===== src/rtl/ps2_keyboard_rx_if.sv =====
// rtl/ps2_keyboard_rx_if.sv - byte-side handshake between the PS/2 receiver and its consumer
// The receiver drives through master; the consumer pops through slave.
interface ps2_keyboard_rx_if;
   logic       rd_en;
   logic [7:0] data;
   logic       ready;
   logic       overflow;
   logic       err;

   modport master (
      input  rd_en,
      output data,
      output ready,
      output overflow,
      output err
   );

   modport slave (
      output rd_en,
      input  data,
      input  ready,
      input  overflow,
      input  err
   );
endinterface


===== src/rtl/ps2_keyboard_rx.sv =====
// rtl/ps2_keyboard_rx.sv - PS/2 device-to-host frame receiver feeding a FWFT byte FIFO
// Optional mid-frame idle timeout enabled by defining PS2_RX_TIMEOUT_EN.
module ps2_keyboard_rx #(
   parameter int FIFO_AW = 3
`ifdef PS2_RX_TIMEOUT_EN
   ,
   parameter int TIMEOUT_CYCLES = 50000
`endif
) (
   input  logic                clk,
   input  logic                rst,
   input  logic                ps2_clk,
   input  logic                ps2_data,
   ps2_keyboard_rx_if.master   bus
);
   localparam int PW    = FIFO_AW + 1;
   localparam int DEPTH = 1 << FIFO_AW;

   logic          clk_s1_q, clk_s1_d, clk_sync_q, clk_sync_d, clk_hist_q, clk_hist_d;
   logic          dat_s1_q, dat_s1_d, dat_sync_q, dat_sync_d;
   logic [10:0]   frame_q, frame_d;
   logic [3:0]    bit_cnt_q, bit_cnt_d;
   logic          done_q, done_d;
   logic [PW-1:0] wr_ptr_q, wr_ptr_d, rd_ptr_q, rd_ptr_d;
   logic [7:0]    mem_q [DEPTH];
   logic [7:0]    mem_d [DEPTH];
   logic          err_q, err_d, overflow_q, overflow_d;
   logic          fall, frame_ok, empty, full, pop, push, to_hit;

`ifdef PS2_RX_TIMEOUT_EN
   localparam int TO_W = $clog2(TIMEOUT_CYCLES + 1);
   logic [TO_W-1:0] to_cnt_q, to_cnt_d;

   always_comb begin
      to_cnt_d = to_cnt_q;
      to_hit   = 1'b0;
      if (bit_cnt_q == 4'd0 || fall) begin
         to_cnt_d = '0;
      end else if (to_cnt_q == TO_W'(TIMEOUT_CYCLES - 1)) begin
         to_cnt_d = '0;
         to_hit   = 1'b1;
      end else begin
         to_cnt_d = to_cnt_q + 1'b1;
      end
   end

   always_ff @(posedge clk) begin
      if (rst) to_cnt_q <= '0;
      else     to_cnt_q <= to_cnt_d;
   end
`else
   assign to_hit = 1'b0;
`endif

   assign fall     = clk_hist_q & ~clk_sync_q;
   // frame_q holds start in bit 0 and stop in bit 10 once all 11 bits are in
   assign frame_ok = ~frame_q[0] & frame_q[10] & (^frame_q[9:1]);
   assign empty    = (wr_ptr_q == rd_ptr_q);
   assign full     = (wr_ptr_q == {~rd_ptr_q[PW-1], rd_ptr_q[PW-2:0]});
   assign pop      = bus.rd_en & ~empty;
   assign push     = done_q & frame_ok & (~full | pop);

   always_comb begin
      clk_s1_d   = ps2_clk;
      clk_sync_d = clk_s1_q;
      clk_hist_d = clk_sync_q;
      dat_s1_d   = ps2_data;
      dat_sync_d = dat_s1_q;
      frame_d    = frame_q;
      bit_cnt_d  = bit_cnt_q;
      done_d     = 1'b0;
      if (fall) begin
         frame_d = {dat_sync_q, frame_q[10:1]};
         if (bit_cnt_q == 4'd10) begin
            bit_cnt_d = 4'd0;
            done_d    = 1'b1;
         end else begin
            bit_cnt_d = bit_cnt_q + 4'd1;
         end
      end else if (to_hit) begin
         bit_cnt_d = 4'd0;
      end
   end

   always_comb begin
      mem_d      = mem_q;
      wr_ptr_d   = wr_ptr_q;
      rd_ptr_d   = rd_ptr_q;
      err_d      = err_q | (done_q & ~frame_ok) | to_hit;
      overflow_d = overflow_q | (done_q & frame_ok & full & ~pop);
      if (push) begin
         mem_d[wr_ptr_q[FIFO_AW-1:0]] = frame_q[8:1];
         wr_ptr_d = wr_ptr_q + PW'(1);
      end
      if (pop) rd_ptr_d = rd_ptr_q + PW'(1);
   end

   always_ff @(posedge clk) begin
      if (rst) begin
         clk_s1_q   <= 1'b1;
         clk_sync_q <= 1'b1;
         clk_hist_q <= 1'b1;
         dat_s1_q   <= 1'b1;
         dat_sync_q <= 1'b1;
         frame_q    <= '0;
         bit_cnt_q  <= 4'd0;
         done_q     <= 1'b0;
         wr_ptr_q   <= '0;
         rd_ptr_q   <= '0;
         err_q      <= 1'b0;
         overflow_q <= 1'b0;
      end else begin
         clk_s1_q   <= clk_s1_d;
         clk_sync_q <= clk_sync_d;
         clk_hist_q <= clk_hist_d;
         dat_s1_q   <= dat_s1_d;
         dat_sync_q <= dat_sync_d;
         frame_q    <= frame_d;
         bit_cnt_q  <= bit_cnt_d;
         done_q     <= done_d;
         wr_ptr_q   <= wr_ptr_d;
         rd_ptr_q   <= rd_ptr_d;
         err_q      <= err_d;
         overflow_q <= overflow_d;
      end
   end

   always_ff @(posedge clk) begin
      mem_q <= mem_d;
   end

   assign bus.ready    = ~empty;
   assign bus.data     = empty ? 8'h00 : mem_q[rd_ptr_q[FIFO_AW-1:0]];
   assign bus.err      = err_q;
   assign bus.overflow = overflow_q;
endmodule

===== src/flat_wrapper.sv =====
// flat-port wrapper written by rule: the top's interface ports become plain ports
module ps2_keyboard_rx_flat 
#(
   parameter int FIFO_AW = 3

)
  (clk, rst, ps2_clk, ps2_data, bus_rd_en, bus_data, bus_ready, bus_overflow, bus_err);
  ps2_keyboard_rx_if bus_i ();
  input  logic clk;
  input  logic rst;
  input  logic ps2_clk;
  input  logic ps2_data;
  input wire logic [$bits(bus_i.rd_en)-1:0] bus_rd_en;
  output wire logic [$bits(bus_i.data)-1:0] bus_data;
  output wire logic [$bits(bus_i.ready)-1:0] bus_ready;
  output wire logic [$bits(bus_i.overflow)-1:0] bus_overflow;
  output wire logic [$bits(bus_i.err)-1:0] bus_err;
  assign bus_i.rd_en = bus_rd_en;
  assign bus_data = bus_i.data;
  assign bus_ready = bus_i.ready;
  assign bus_overflow = bus_i.overflow;
  assign bus_err = bus_i.err;
  ps2_keyboard_rx #(.FIFO_AW(FIFO_AW)) u_core (.clk(clk), .rst(rst), .ps2_clk(ps2_clk), .ps2_data(ps2_data), .bus(bus_i));
endmodule

===== config.mk =====
export PLATFORM = sky130hd
export DESIGN_NAME = ps2_keyboard_rx_flat
export DESIGN_NICKNAME = d
export VERILOG_FILES = /design/src/rtl/ps2_keyboard_rx_if.sv /design/src/rtl/ps2_keyboard_rx.sv /design/src/flat_wrapper.sv
export SDC_FILE = /design/constraint.sdc
export NUM_CORES = 1
export LEC_CHECK = 0
export ABC_AREA = 0
export BUFFER_PORTS_ARGS = -buffer_cell sky130_fd_sc_hd__buf_4
export CAP_MARGIN = 20
export CORE_ASPECT_RATIO = 1.4
export CORE_MARGIN = 1
export CORE_UTILIZATION = 60
export DETAILED_ROUTE_END_ITERATION = 16
export GPL_TIMING_DRIVEN = 0
export PLACE_DENSITY = 0.78
export SYNTH_ARGS = -nofsm -noshare
export SYNTH_HDL_FRONTEND = slang
export SYNTH_SLANG_ARGS = --single-unit

===== constraint.sdc =====
create_clock -name clk -period 3.64 [get_ports clk]
set_clock_uncertainty 0.2 [all_clocks]
set_input_delay 0.546 -clock clk [delete_from_list [all_inputs] [get_ports clk]]
set_output_delay 0.546 -clock clk [all_outputs]
set_load 0.005 [all_outputs]

==> impl_metrics.json, run 1 <==
{
  "outcome": "complete, no violations",
  "setup_viol": 0,
  "drive_gt1_share_pct": 21.0,
  "cts_htree_levels": 3,
  "area_growth_pct": 10.5,
  "cts_setup_buffers": 0,
  "max_stage_delay_ns": 0.63,
  "cts-resized-gates": 0,
  "die_y_um": 96.4,
  "grt_overflow": 0,
  "syn-mean-instance-area_um2": 14.5,
  "syn_area_um2": 3820,
  "hp-class": "in -> reg",
  "initial_core_util_pct": 61.9,
  "path_class": "reg -> reg",
  "slew_headroom_pct": 47.9,
  "dp_hpwl_um": 4790,
  "critPathSlowestCell": "nor2_1",
  "drc_errors": 0,
  "io_buffers": 15,
  "cts-root-buf": "clkbuf_8",
  "fin_crit_sh_pct": 88.6,
  "grt_pass1_wl_um": 10900,
  "synth_top_cell_by_area": "edfxtp_1",
  "syn_nets": 271,
  "grt_max_degree": 16,
  "synthCells": 264,
  "ir_worst_vdd_mv": 0.322,
  "reg2reg_depth": 5,
  "die_w_um": 69.4,
  "p_per_area_nw_per_um2": 432,
  "num_vias": 2161,
  "synthTopCellsByArea": "edfxtp_1 (50%), dfxtp_1 (16%), mux4_2 (9.4%), nand2_1 (2.5%), mux2i_1 (2.4%)",
  "grt_pass1_vias": 2105,
  "dp_cells": 353,
  "cp.required_ns": 3.43,
  "routed_via_density": 5.89,
  "clock_latency_ns": 0.35,
  "routedWlPerCell_um": 18.9,
  "cellLeakagePower_nw": 1.38,
  "postRouteAntennaNets": 0,
  "clock_path_buffers": 2,
  "core_um2": 6170,
  "worst_pin_slew_ns": 0.779,
  "path_clk_slew_ns": 0.08,
  "die-area_um2": 6700,
  "synth_top_area_share_pct": 50.3,
  "grt_setup_unrepaired": "no",
  "hold_depth": 2,
  "place.gp.congestion": 0.801,
  "cts_tree": "done",
  "grt.total_usage_pct": 22.8,
  "cp_cell_sequence": "xnor2_1 > xnor3_1 > xor2_1 > or4_4 > nor2_1",
  "numCtsBuffers": 9,
  "io_pins": 16,
  "dr.first_iter.drc_count": 171,
  "num-nets-final": 299,
  "setup_tns_ns": 0,
  "clock.fmax_mhz": 310,
  "worst-path-max-fanout": 11,
  "critPathLaunchType": "register",
  "clock-sinks": 95,
  "drt_first_pass_iters": 4,
  "min_period_ns": 3.22,
  "slew_violations": 0,
  "synth_cell_types": 37,
  "hold_viol": 0,
  "wirelength_um": 6940,
  "rows": 34,
  "antenna_found_initial": 0,
  "cp-end-kind": "register",
  "final_area_um2": 4220,
  "ys_warn_count": 0,
  "max-cap-violations": 0,
  "final_cells": 367,
  "cp.arrival_ns": 3.02,
  "ys_ff_latch": 95,
  "place_area_um2": 4040,
  "yosysSeqAreaShare_pct": 66.5,
  "insertedDiodeCount": 0,
  "holdBufCountCts": 0
}
[cells in the final DEF, fill, tap and decap left out, types with 6 or more instances in the layout]
cell type,n
a21oi_1,17
buf_4,17
clkbuf_1,9
clkbuf_8,9
dfxtp_1,31
edfxtp_1,64
mux2i_1,9
mux4_2,16
nand2_1,25
nor2_1,23
nor2b_1,6
xnor2_1,8
[report_power, final]
group          internal [mW]  leakage [nW]  switching, mW
Clock                  0.312        0.0877          0.351
Combinational        0.00795         0.453         0.0138
Sequential              1.14         0.844        0.00287
Total                   1.46          1.38          0.367
[state kept, by name, summed over array words and instances, names as in the netlist, 4 cells and up]
name and count:
u_core.bit_cnt_q 4, u_core.rd_ptr_q 4, u_core.frame_q 11, u_core.mem_q 64, u_core.wr_ptr_q 4
[cell usage after synthesis (all sizes together)]
master / count
edfxtp: 64
dfxtp: 31
nand2: 25
nor2: 23
a21oi: 18
mux4: 16
clkbuf: 9
mux2i: 9
xnor2: 9
nor2b: 6
nand2b: 5
o21ai: 5
or2: 5
xor2: 5
buf: 4
nand3: 4
nand4: 3
nor3: 3
o31ai: 3
ha: 2
inv: 2
mux2: 2
a211oi: 1
a41oi: 1
and4: 1
nand3b: 1
nor3b: 1
nor4: 1
nor4b: 1
o31a: 1
or3: 1
or4: 1
xnor3: 1
[cell type report]
type                    instances  area (µm²)
multi-input cells             154        1220
fillers                       416        1950
well taps                      72        90.1
inverters                       2        7.51
flip-flops and latches         95        2540
plain buffers                  13        52.6
clock buffers                   9         124
repair buffers                 17         128
clock inverters                 5        60.1
[critical path: cells and delay by family, from the launching register on]
| kind | cells | cell delay [ns] |
|---|---|---|
| xor+xnor | 3 | 0.85 |
| flops | 1 | 0.61 |
| simple gates | 2 | 1.20 |
[routing by layer]
metal,routed length [µm],GRT usage [%],vias to the layer above
li1,-,-,1031
met4,129,9.52,0
met3,260,5.39,8
met5,0,0,-
met1,2740,25.1,1064
met2,3810,42.5,58
[metrics by stage]
step	setup WS (ns)	total power, mW	hold WS (ns)	utilization, %
final	0.416	1.83	0.172	68.5
after global routing	0.267	1.88	0.158	68.5
after CTS	0.394	1.84	0.155	68.5
after detailed placement	0.402	1.19	0.203	65.5
after global placement	0.335	1.19	0.194	65.2
after floorplan	0.885	1.18	0.189	-
[final timing paths]
kind                                   startpoint           endpoint  slack [ns]
worst max-delay path            u_core.frame_q[5]   u_core.mem_q[29]        0.42
worst min register to register    u_core.clk_s1_q  u_core.clk_hist_d        0.22
worst min-delay path                     ps2_data    u_core.dat_s1_q        0.17
worst max register to register  u_core.frame_q[5]   u_core.mem_q[29]        0.42
[cell families after synthesis]
group | synth area share [%]
xor+xnor | 3.99
mux | 12.4
flops | 66.5
simple gates | 10.5
compound gates | 4.35
fa+ha+maj | 0.655
buf+inv | 1.57
No activity file was read; power rests on OpenSTA's default activity.
==> run 2, diff against run 1 <==
Settings changed: CORE_UTILIZATION 60 to 48, PLACE_DENSITY 0.78 to default.
Clock period 3.64 ns to 3.35 ns, I/O delays scaled along.
==> impl_metrics.json, run 2 (synthesized netlist as in run 1, its figures left out) <==
{
  "cp.required_ns": 3.14,
  "path_clk_slew_ns": 0.08,
  "post-route-util_pct": 54.5,
  "clock.fmax_mhz": 312,
  "place.gp.congestion": 0.762,
  "cp.arrival_ns": 3.00,
  "crit_start": "u_core.frame_q[4]",
  "max-cap-violations": 0,
  "initial_core_util_pct": 49.3,
  "grt_overflow": 0,
  "path_class": "reg -> reg",
  "grt.total_usage_pct": 18.5,
  "core_um2": 7750,
  "dr.first_iter.drc_count": 119,
  "final_cell_mix": "edfxtp_1 (64), dfxtp_1 (31), nand2_1 (25), nor2_1 (22), a21oi_1 (17)",
  "finalPower_mw": 1.90,
  "ir_worst_vdd_mv": 0.278,
  "num-nets-final": 299,
  "die_y_um": 108,
  "wirelength_um": 6960,
  "critPathLaunchType": "register",
  "largestRegisters": "u_core.mem_q: 64 flops, u_core.frame_q: 11 flops",
  "drt_first_pass_iters": 4,
  "numCtsBuffers": 9,
  "fill_cells": 681,
  "fin_crit_sh_pct": 95.8,
  "cts_tree": "done",
  "slew_headroom_pct": 44.3,
  "cp-end-kind": "register",
  "cts_setup_buffers": 0,
  "grt_max_degree": 15,
  "postRouteAntennaNets": 0,
  "clock-sinks": 95,
  "cellLeakagePower_nw": 1.37,
  "largest_reg_flops": 64,
  "dp_hpwl_um": 4710,
  "grt_setup_unrepaired": "no",
  "slew_violations": 0,
  "drive_gt1_share_pct": 19.9,
  "drc_errors": 0,
  "layout_commonest_cell": "edfxtp_1",
  "routedWlPerCell_um": 17.5,
  "clock_latency_ns": 0.35,
  "routed_via_density": 5.34,
  "worst_pin_slew_ns": 0.829,
  "die-area_um2": 8330,
  "cts-root-buf": "clkbuf_8",
  "die_w_um": 77.4,
  "hold_viol": 0,
  "outcome": "complete, no violations",
  "grt_pass1_vias": 2004,
  "antenna_found_initial": 0,
  "io_pins": 16,
  "rows": 38,
  "hp-class": "in -> reg",
  "area_growth_pct": 10.6,
  "num_vias": 2121,
  "hold_start": "ps2_clk",
  "clock_path_buffers": 2,
  "cts_htree_levels": 3,
  "grt_pass1_wl_um": 11000,
  "insertedDiodeCount": 0,
  "io_buffers": 15,
  "rr_startpoint": "u_core.frame_q[4]",
  "worst-path-max-fanout": 11,
  "min_period_ns": 3.21,
  "setup_viol": 0,
  "top_register": "u_core.mem_q",
  "p_per_area_nw_per_um2": 449
}
-- run 2: report_power, final --
group,switching (mW),internal [mW],total [mW]
Sequential,0.00291,1.24,1.24
Clock,0.363,0.269,0.632
Combinational,0.0155,0.00864,0.0242
Total,0.381,1.52,1.90
-- run 2: worst max-delay path, stage by stage (launching register included) --
cell and delay (ns):
dfxtp_1 0.58, xnor2_1 0.17, xnor3_1 0.46, xor2_1 0.24
or4_4 0.56, nor2_1 0.64
-- run 2: metal layers --
| layer | share of wire (%) | track usage, % |
|---|---|---|
| met5 | 0 | 0 |
| met4 | 2.3 | 10.1 |
| met3 | 1.9 | 2.54 |
| met2 | 52 | 31.5 |
| met1 | 43 | 22.7 |
-- run 2: cell type report --
type / count / area (µm²) / area share [%]
Clock inverter: 2 / 8.76 / 0.207
Tap cell: 100 / 125 / 2.96
Clock buffer: 14 / 143 / 3.38
Inverter: 2 / 7.51 / 0.178
Buffer: 13 / 52.6 / 1.24
Multi-Input combinational cell: 154 / 1220 / 28.9
Timing Repair Buffer: 17 / 125 / 2.96
Sequential cell: 95 / 2540 / 60.2
-- run 2: final timing paths --
kind                                          end  slack (ns)  depth (start not counted)
worst max register to register    u_core.mem_q[9]        0.14                          5
worst min register to register  u_core.dat_sync_q        0.22                          1
worst min-delay path              u_core.clk_s1_q        0.14                          2
worst max-delay path              u_core.mem_q[9]        0.14                          5
-- run 2: metrics by stage --
stage	hold slack [ns]	area (µm²)	setup TNS, ns	worst slack, ns	instances
after floorplan	0.189	3820	0	0.595	264
after CTS	0.120	4220	0	0.0193	397
after global routing	0.113	4230	0	0.00538	397
after global placement	0.192	4060	-0.414	-0.0525	379
final	0.135	4230	0	0.142	397
after detailed placement	0.200	4070	0	0.0279	381
-- run 2: timing repair --
item / in CTS / in global routing
setup endpoints to repair: 0 / 8
hold buffers: 0 / 0
resized for setup: 0 / 1
